--- src/rtl/jtag_pkg.sv ---
// Shared constants for the JTAG CSR bank: register map, bit positions, ID.
// Optional autoincrement is controlled by JTAG_CSR_AUTOINC_EN (see top).
package jtag_pkg;

    localparam logic [2:0] CSR_ID_A     = 3'd0;
    localparam logic [2:0] CSR_CTRL_A   = 3'd1;
    localparam logic [2:0] CSR_SCR0_A   = 3'd2;
    localparam logic [2:0] CSR_SCR1_A   = 3'd3;
    localparam logic [2:0] CSR_CNT_A    = 3'd4;
    localparam logic [2:0] CSR_STATUS_A = 3'd5;
    localparam logic [2:0] CSR_TCKCNT_A = 3'd6;
    localparam logic [2:0] CSR_RSVD_A   = 3'd7;

    localparam logic [31:0] CSR_ID_DEFAULT = 32'h4A54_4147;

    localparam int CTRL_AUTOINC_B = 0;
    localparam int STATUS_ERR_B   = 0;

    // Writes to these addresses are flagged as errors.
    function automatic logic csr_is_ro(input logic [2:0] a);
        return a inside {CSR_ID_A, CSR_CNT_A, CSR_TCKCNT_A, CSR_RSVD_A};
    endfunction

endpackage

--- src/rtl/jtag_csr_bank_if.sv ---
// DR-side update pulses in, pointer/read data/control out.
// master = JTAG DR side, slave = CSR bank.
interface jtag_csr_bank_if;

    logic        dr_csr_addr_valid;
    logic [2:0]  dr_csr_addr;
    logic        dr_csr_data_valid;
    logic [31:0] dr_csr_data;
    logic [3:0]  dbg_fsm;
    logic [2:0]  csr_addr;
    logic [31:0] csr_data;
    logic [31:0] ctrl;

    modport master (
        output dr_csr_addr_valid, dr_csr_addr,
        output dr_csr_data_valid, dr_csr_data, dbg_fsm,
        input  csr_addr, csr_data, ctrl
    );

    modport slave (
        input  dr_csr_addr_valid, dr_csr_addr,
        input  dr_csr_data_valid, dr_csr_data, dbg_fsm,
        output csr_addr, csr_data, ctrl
    );

endinterface

--- src/rtl/jtag_csr_satcnt.sv ---
// Saturating up-counter with increment enable.
// Holds at all-ones instead of wrapping.
module jtag_csr_satcnt #(
    parameter int W = 16
) (
    input  logic         tck,
    input  logic         trst_n,
    input  logic         i_inc,
    output logic [W-1:0] o_cnt
);

    logic [W-1:0] r_cnt;

    always_ff @(posedge tck or negedge trst_n) begin
        if (!trst_n) begin
            r_cnt <= '0;
        end else if (i_inc && (r_cnt != {W{1'b1}})) begin
            r_cnt <= r_cnt + 1'b1;
        end
    end

    assign o_cnt = r_cnt;

endmodule

--- src/rtl/jtag_csr_bank.sv ---
// Eight-entry 32-bit CSR bank closing the JTAG DR CSR loop.
// `define JTAG_CSR_AUTOINC_EN to make CTRL[0] enable pointer autoincrement.
module jtag_csr_bank
    import jtag_pkg::*;
#(
    parameter logic [31:0] CSR_ID   = CSR_ID_DEFAULT,
    parameter logic [31:0] CTRL_RST = 32'h0
) (
    input  logic            tck,
    input  logic            trst_n,
    jtag_csr_bank_if.slave  bus
);

`ifdef JTAG_CSR_AUTOINC_EN
    localparam logic [31:0] CTRL_MASK = 32'hFFFF_FFFF;
`else
    localparam logic [31:0] CTRL_MASK = ~(32'd1 << CTRL_AUTOINC_B);
`endif

    logic [2:0]  r_ptr;
    logic [31:0] r_ctrl;
    logic [31:0] r_scr0;
    logic [31:0] r_scr1;
    logic        r_err;
    logic [3:0]  r_fsm;
    logic [31:0] r_tckcnt;
    logic [31:0] r_rdata;

    logic        w_wr;
    logic        w_bad;
    logic        w_clr;
    logic [15:0] w_wr_cnt;
    logic [15:0] w_err_cnt;
    logic [31:0] w_status;
    logic [31:0] w_rd;

    assign w_wr  = bus.dr_csr_data_valid;
    assign w_bad = w_wr & csr_is_ro(r_ptr);
    assign w_clr = w_wr & (r_ptr == CSR_STATUS_A)
                 & bus.dr_csr_data[STATUS_ERR_B];

    jtag_csr_satcnt #(.W(16)) u_wr_cnt (
        .tck    (tck),
        .trst_n (trst_n),
        .i_inc  (w_wr),
        .o_cnt  (w_wr_cnt)
    );

    jtag_csr_satcnt #(.W(16)) u_err_cnt (
        .tck    (tck),
        .trst_n (trst_n),
        .i_inc  (w_bad),
        .o_cnt  (w_err_cnt)
    );

    // A same-cycle pointer load overrides autoincrement.
    always_ff @(posedge tck or negedge trst_n) begin
        if (!trst_n) begin
            r_ptr <= CSR_ID_A;
        end else if (bus.dr_csr_addr_valid) begin
            r_ptr <= bus.dr_csr_addr;
`ifdef JTAG_CSR_AUTOINC_EN
        end else if (w_wr && r_ctrl[CTRL_AUTOINC_B]) begin
            r_ptr <= r_ptr + 3'd1;
`endif
        end
    end

    always_ff @(posedge tck or negedge trst_n) begin
        if (!trst_n) begin
            r_ctrl <= CTRL_RST & CTRL_MASK;
            r_scr0 <= '0;
            r_scr1 <= '0;
        end else if (w_wr) begin
            if (r_ptr == CSR_CTRL_A) r_ctrl <= bus.dr_csr_data & CTRL_MASK;
            if (r_ptr == CSR_SCR0_A) r_scr0 <= bus.dr_csr_data;
            if (r_ptr == CSR_SCR1_A) r_scr1 <= bus.dr_csr_data;
        end
    end

    // Set beats clear when both happen on the same edge.
    always_ff @(posedge tck or negedge trst_n) begin
        if (!trst_n) begin
            r_err <= 1'b0;
            r_fsm <= '0;
        end else begin
            if (w_bad) r_err <= 1'b1;
            else if (w_clr) r_err <= 1'b0;
            if (w_wr) r_fsm <= bus.dbg_fsm;
        end
    end

    always_ff @(posedge tck or negedge trst_n) begin
        if (!trst_n) r_tckcnt <= '0;
        else r_tckcnt <= r_tckcnt + 32'd1;
    end

    always_comb begin
        w_status = '0;
        w_status[STATUS_ERR_B] = r_err;
        w_status[7:4] = r_fsm;
    end

    always_comb begin
        w_rd = '0;
        case (r_ptr)
            CSR_ID_A:     w_rd = CSR_ID;
            CSR_CTRL_A:   w_rd = r_ctrl;
            CSR_SCR0_A:   w_rd = r_scr0;
            CSR_SCR1_A:   w_rd = r_scr1;
            CSR_CNT_A:    w_rd = {w_err_cnt, w_wr_cnt};
            CSR_STATUS_A: w_rd = w_status;
            CSR_TCKCNT_A: w_rd = r_tckcnt;
            default:      w_rd = '0;
        endcase
    end

    always_ff @(posedge tck or negedge trst_n) begin
        if (!trst_n) r_rdata <= '0;
        else r_rdata <= w_rd;
    end

    assign bus.csr_addr = r_ptr;
    assign bus.csr_data = r_rdata;
    assign bus.ctrl     = r_ctrl;

endmodule
--- src/flat_wrapper.sv ---
// flat-port wrapper written by rule: the top's interface ports become plain ports
module jtag_csr_bank_flat import jtag_pkg::*;
#(
    parameter logic [31:0] CSR_ID   = CSR_ID_DEFAULT,
    parameter logic [31:0] CTRL_RST = 32'h0
)
  (tck, trst_n, bus_dr_csr_addr_valid, bus_dr_csr_addr, bus_dr_csr_data_valid, bus_dr_csr_data, bus_dbg_fsm, bus_csr_addr, bus_csr_data, bus_ctrl);
  jtag_csr_bank_if bus_i ();
  input  logic tck;
  input  logic trst_n;
  input wire logic [$bits(bus_i.dr_csr_addr_valid)-1:0] bus_dr_csr_addr_valid;
  input wire logic [$bits(bus_i.dr_csr_addr)-1:0] bus_dr_csr_addr;
  input wire logic [$bits(bus_i.dr_csr_data_valid)-1:0] bus_dr_csr_data_valid;
  input wire logic [$bits(bus_i.dr_csr_data)-1:0] bus_dr_csr_data;
  input wire logic [$bits(bus_i.dbg_fsm)-1:0] bus_dbg_fsm;
  output wire logic [$bits(bus_i.csr_addr)-1:0] bus_csr_addr;
  output wire logic [$bits(bus_i.csr_data)-1:0] bus_csr_data;
  output wire logic [$bits(bus_i.ctrl)-1:0] bus_ctrl;
  assign bus_i.dr_csr_addr_valid = bus_dr_csr_addr_valid;
  assign bus_i.dr_csr_addr = bus_dr_csr_addr;
  assign bus_i.dr_csr_data_valid = bus_dr_csr_data_valid;
  assign bus_i.dr_csr_data = bus_dr_csr_data;
  assign bus_i.dbg_fsm = bus_dbg_fsm;
  assign bus_csr_addr = bus_i.csr_addr;
  assign bus_csr_data = bus_i.csr_data;
  assign bus_ctrl = bus_i.ctrl;
  jtag_csr_bank #(.CSR_ID(CSR_ID), .CTRL_RST(CTRL_RST)) u_core (.tck(tck), .trst_n(trst_n), .bus(bus_i));
endmodule
--- config.mk ---
export PLATFORM = sky130hd
export DESIGN_NAME = jtag_csr_bank_flat
export DESIGN_NICKNAME = d
export VERILOG_FILES = /design/src/rtl/jtag_pkg.sv /design/src/rtl/jtag_csr_bank_if.sv /design/src/rtl/jtag_csr_satcnt.sv /design/src/rtl/jtag_csr_bank.sv /design/src/flat_wrapper.sv
export SDC_FILE = /design/constraint.sdc
export NUM_CORES = 1
export LEC_CHECK = 0
export CAP_MARGIN = 0
export CORE_MARGIN = 2
export CORE_UTILIZATION = 50
export CTS_CLUSTER_DIAMETER = 120
export DETAILED_ROUTE_END_ITERATION = 10
export PLACE_DENSITY = 0.73
export SLEW_MARGIN = 20
export SYNTH_ARGS = -nofsm -noshare
export SYNTH_HDL_FRONTEND = slang
export SYNTH_SLANG_ARGS = --single-unit
--- constraint.sdc ---
create_clock -name tck -period 2.45 [get_ports tck]
set_input_delay 0.49 -clock tck [delete_from_list [all_inputs] [get_ports tck]]
set_output_delay 0.49 -clock tck [all_outputs]
set_load 0.03 [all_outputs]
==> metrics <==
run status=finished, final reports clean; first drt pass iteration count=5; CORE AREA=around 17000 sq um; worst r2r src=u_core.u_err_cnt.o_cnt[1]; slew margin rel.=about 38%; # placed instances=a little over 1000; Post-synth EDFFs=0; critical path launch point type=flop; actual slew at the worst max-slew pin=a little over 0.9 ns; Fin. Hold Viols=0; TritonCTS Buffers=17; IO Pins=110; Filler Cells Inserted=around 1400; Synth Flop Type=dfrtp_1; post-synth top area cell=dfrtp_1; number of global-route vias before repair=between 6000 and 7000; RSZ-0062 raised after global routing=no; fin crit period=just over 2 ns; Critical Path, Cell by Cell=clkdlybuf4s50_1; Achievable Freq=between 400 and 500 MHz; TritonCTS clock tree=done; Largest stage delay, worst path=around 0.70 ns; total leakage power=between 4 and 5 nW; most common cell after layout, fill and taps aside=dfrtp_1; CTS Root Cell=clkbuf_16; Post-Synthesis Cells=around 700; Netlist Area Pre-Place=8820 sq um; FFs w/ async S/R, synth=100%; post-CTS setup repair buffer count=0; Skew-Pair Late Insertion Delay=between 0.4 and 0.5 ns; Worst setup EP type=output pin; first-pass GRT wire length=34.7 mm; routed len/inst=roughly 20 um; GRT Util Overall=between 20% and 30%; fin util=62.5%; share of the synthesized area in the top cell type=between 50% and 60%; Post-Route WL=between 20 and 25 mm; port bufs=between 100 and 150; CTS Sinks=between 150 and 200; YS warnings=0; flop-to-flop setup slack=about 0.4 ns; Final Net Count=between 800 and 900; CP max-delay cell=clkdlybuf4s50_1; Tot Pwr=about 10 mW; CP Data Required Time=1.96 ns; vias per inst=a little under 6; final setup violation count=0; DRC viols=0; Min Hold Slack=0.0203 ns; GPL Wtd Cong=0.850; CP startpoint=u_core.bus.ctrl[16]; H-Tree Depth=4; sequential area share after synthesis=between 50 and 60%; post-CTS resize count=0; die area=18700 sq um; FP Rows=48; grt ovf=0; VDD IR max=between 0.0005 and 0.0006 V; Fin Setup TNS=0 ns; fin crit share=83.9%; Syn Nets=roughly 760; initial antenna violation count=1; Initial Util=51.0%; Max-Cap Viols=0; max-slew violations=0; Detail Placement HPWL=15.3 mm; Hold/Removal Path Class=input pin to asynchronous set/reset pin; Synth Register Bits=slightly below 200; layout cell share with drive strength beyond 1=around a fifth; Setup CP Type=flop to output pin; Clock Skew=0.00701 ns; Die Y-Extent=around 140 um; Longest Clk Path Bufs=2; worst-path fanout max=3; Worst EP arrival=about 1.6 ns; Routed Antenna Nets=0; commonest non-fill, non-tap cells in the layout=dfrtp_1, mux2_2, clkdlybuf4s50_1, a21oi_1, nor2_1; Pwr per Cell Area=around 940 nW/um^2; drt initial violations=405; Avg Inst Size Synth=12.3 sq um; Hold-fix buffers, CTS=0; antenna fix cells=0; pin count of the biggest net entering global routing=62; Crit path max-delay family=buffers and inverters; Buf/Inv on CP=1; Finished Layout Cells=~1100; Chip Width=around 140 um; top cells by area, synth=dfrtp_1, mux2_2, xnor2_1, a21oi_1, mux2i_1; Clk pin slew, worst setup/hold paths=about 0.070 ns; area grow syn2layout=22.4%; library cells used by synthesis=45; via count=approximately 6200
cell families (layout without fill, tap and decap cells):
kind of cell / after synthesis / in the layout / synth area share [%]
compound gates: 108 / 108 / 8.42
xor+xnor: 56 / 56 / 5.56
fa+ha+maj: 3 / 3 / 0.425
buf+inv: 54 / 181 / 2.68
flops: 199 / 199 / 56.4
mux: 134 / 134 / 16.7
other cells: 1 / 1 / 0.0425
simple gates: 163 / 163 / 9.71
final timing paths:
| kind | cells after the start | to |
|---|---|---|
| worst min register to register | 1 | u_core.r_fsm[3] |
| min in group tck | 1 | u_core.r_fsm[3] |
| worst max-delay path | 1 | bus_ctrl[16] |
| worst max register to register | 6 | u_core.u_err_cnt.o_cnt[14] |
| max in group asynchronous | 2 | u_core.u_wr_cnt.o_cnt[8] |
| worst min-delay path | 1 | u_core.bus.csr_data[31] |
layout make-up:
cell class	instances	area (sq um)	share of cell area (%)
Tap cell	225	282	2.61
Clock inverter	7	46.3	0.428
Inverter	17	63.8	0.591
Timing Repair Buffer	133	1310	12.1
Sequential cell	199	4980	46.1
Clock buffer	24	492	4.55
Multi-Input combinational cell	465	3630	33.6
stage by stage:
| stage | instance area (sq um) | setup slack (ns) |
|---|---|---|
| floorplan | 8820 | 0.548 |
| global placement | 10300 | 0.161 |
| detailed placement | 10300 | 0.0971 |
| CTS | 10800 | 0.381 |
| global route | 10800 | 0.308 |
| finish | 10800 | 0.394 |
cell usage after synthesis (9+ instances only):
cell type and n:
a21oi_1 56, a221oi_1 26, and3_1 10, buf_2 18, clkbuf_1 12, dfrtp_1 199
inv_1 16, mux2_2 107, mux2i_1 26, nand2_1 35, nand3_1 17, nand4_1 16
nor2_1 48, nor3_1 9, xnor2_1 35, xor2_1 21
where the power goes:
group | switching [mW] | internal (mW)
sequential | 0.591 | 4.07
combinational | 1.51 | 1.37
clock | 1.19 | 1.40
sequential cells by signal (all words and copies together) (netlist names):
signal / flops
u_core.bus.csr_addr: 3
u_core.r_scr0: 32
u_core.u_wr_cnt.o_cnt: 16
u_core.r_scr1: 32
u_core.u_err_cnt.o_cnt: 16
u_core.r_fsm: 4
u_core.r_tckcnt: 32
u_core.bus.ctrl: 31
u_core.bus.csr_data: 32
u_core.r_err: 1
routing by layer:
layer / routed length [um] / track usage [%] / vias to the layer above
met4: 469 / 8.30 / 2
met1: 9270 / 32.1 / 3143
met5: 13 / 0 / -
met3: 1320 / 4.56 / 32
met2: 10800 / 41.9 / 211
li1: - / - / 2809
(Power assumes the default switching activity.)
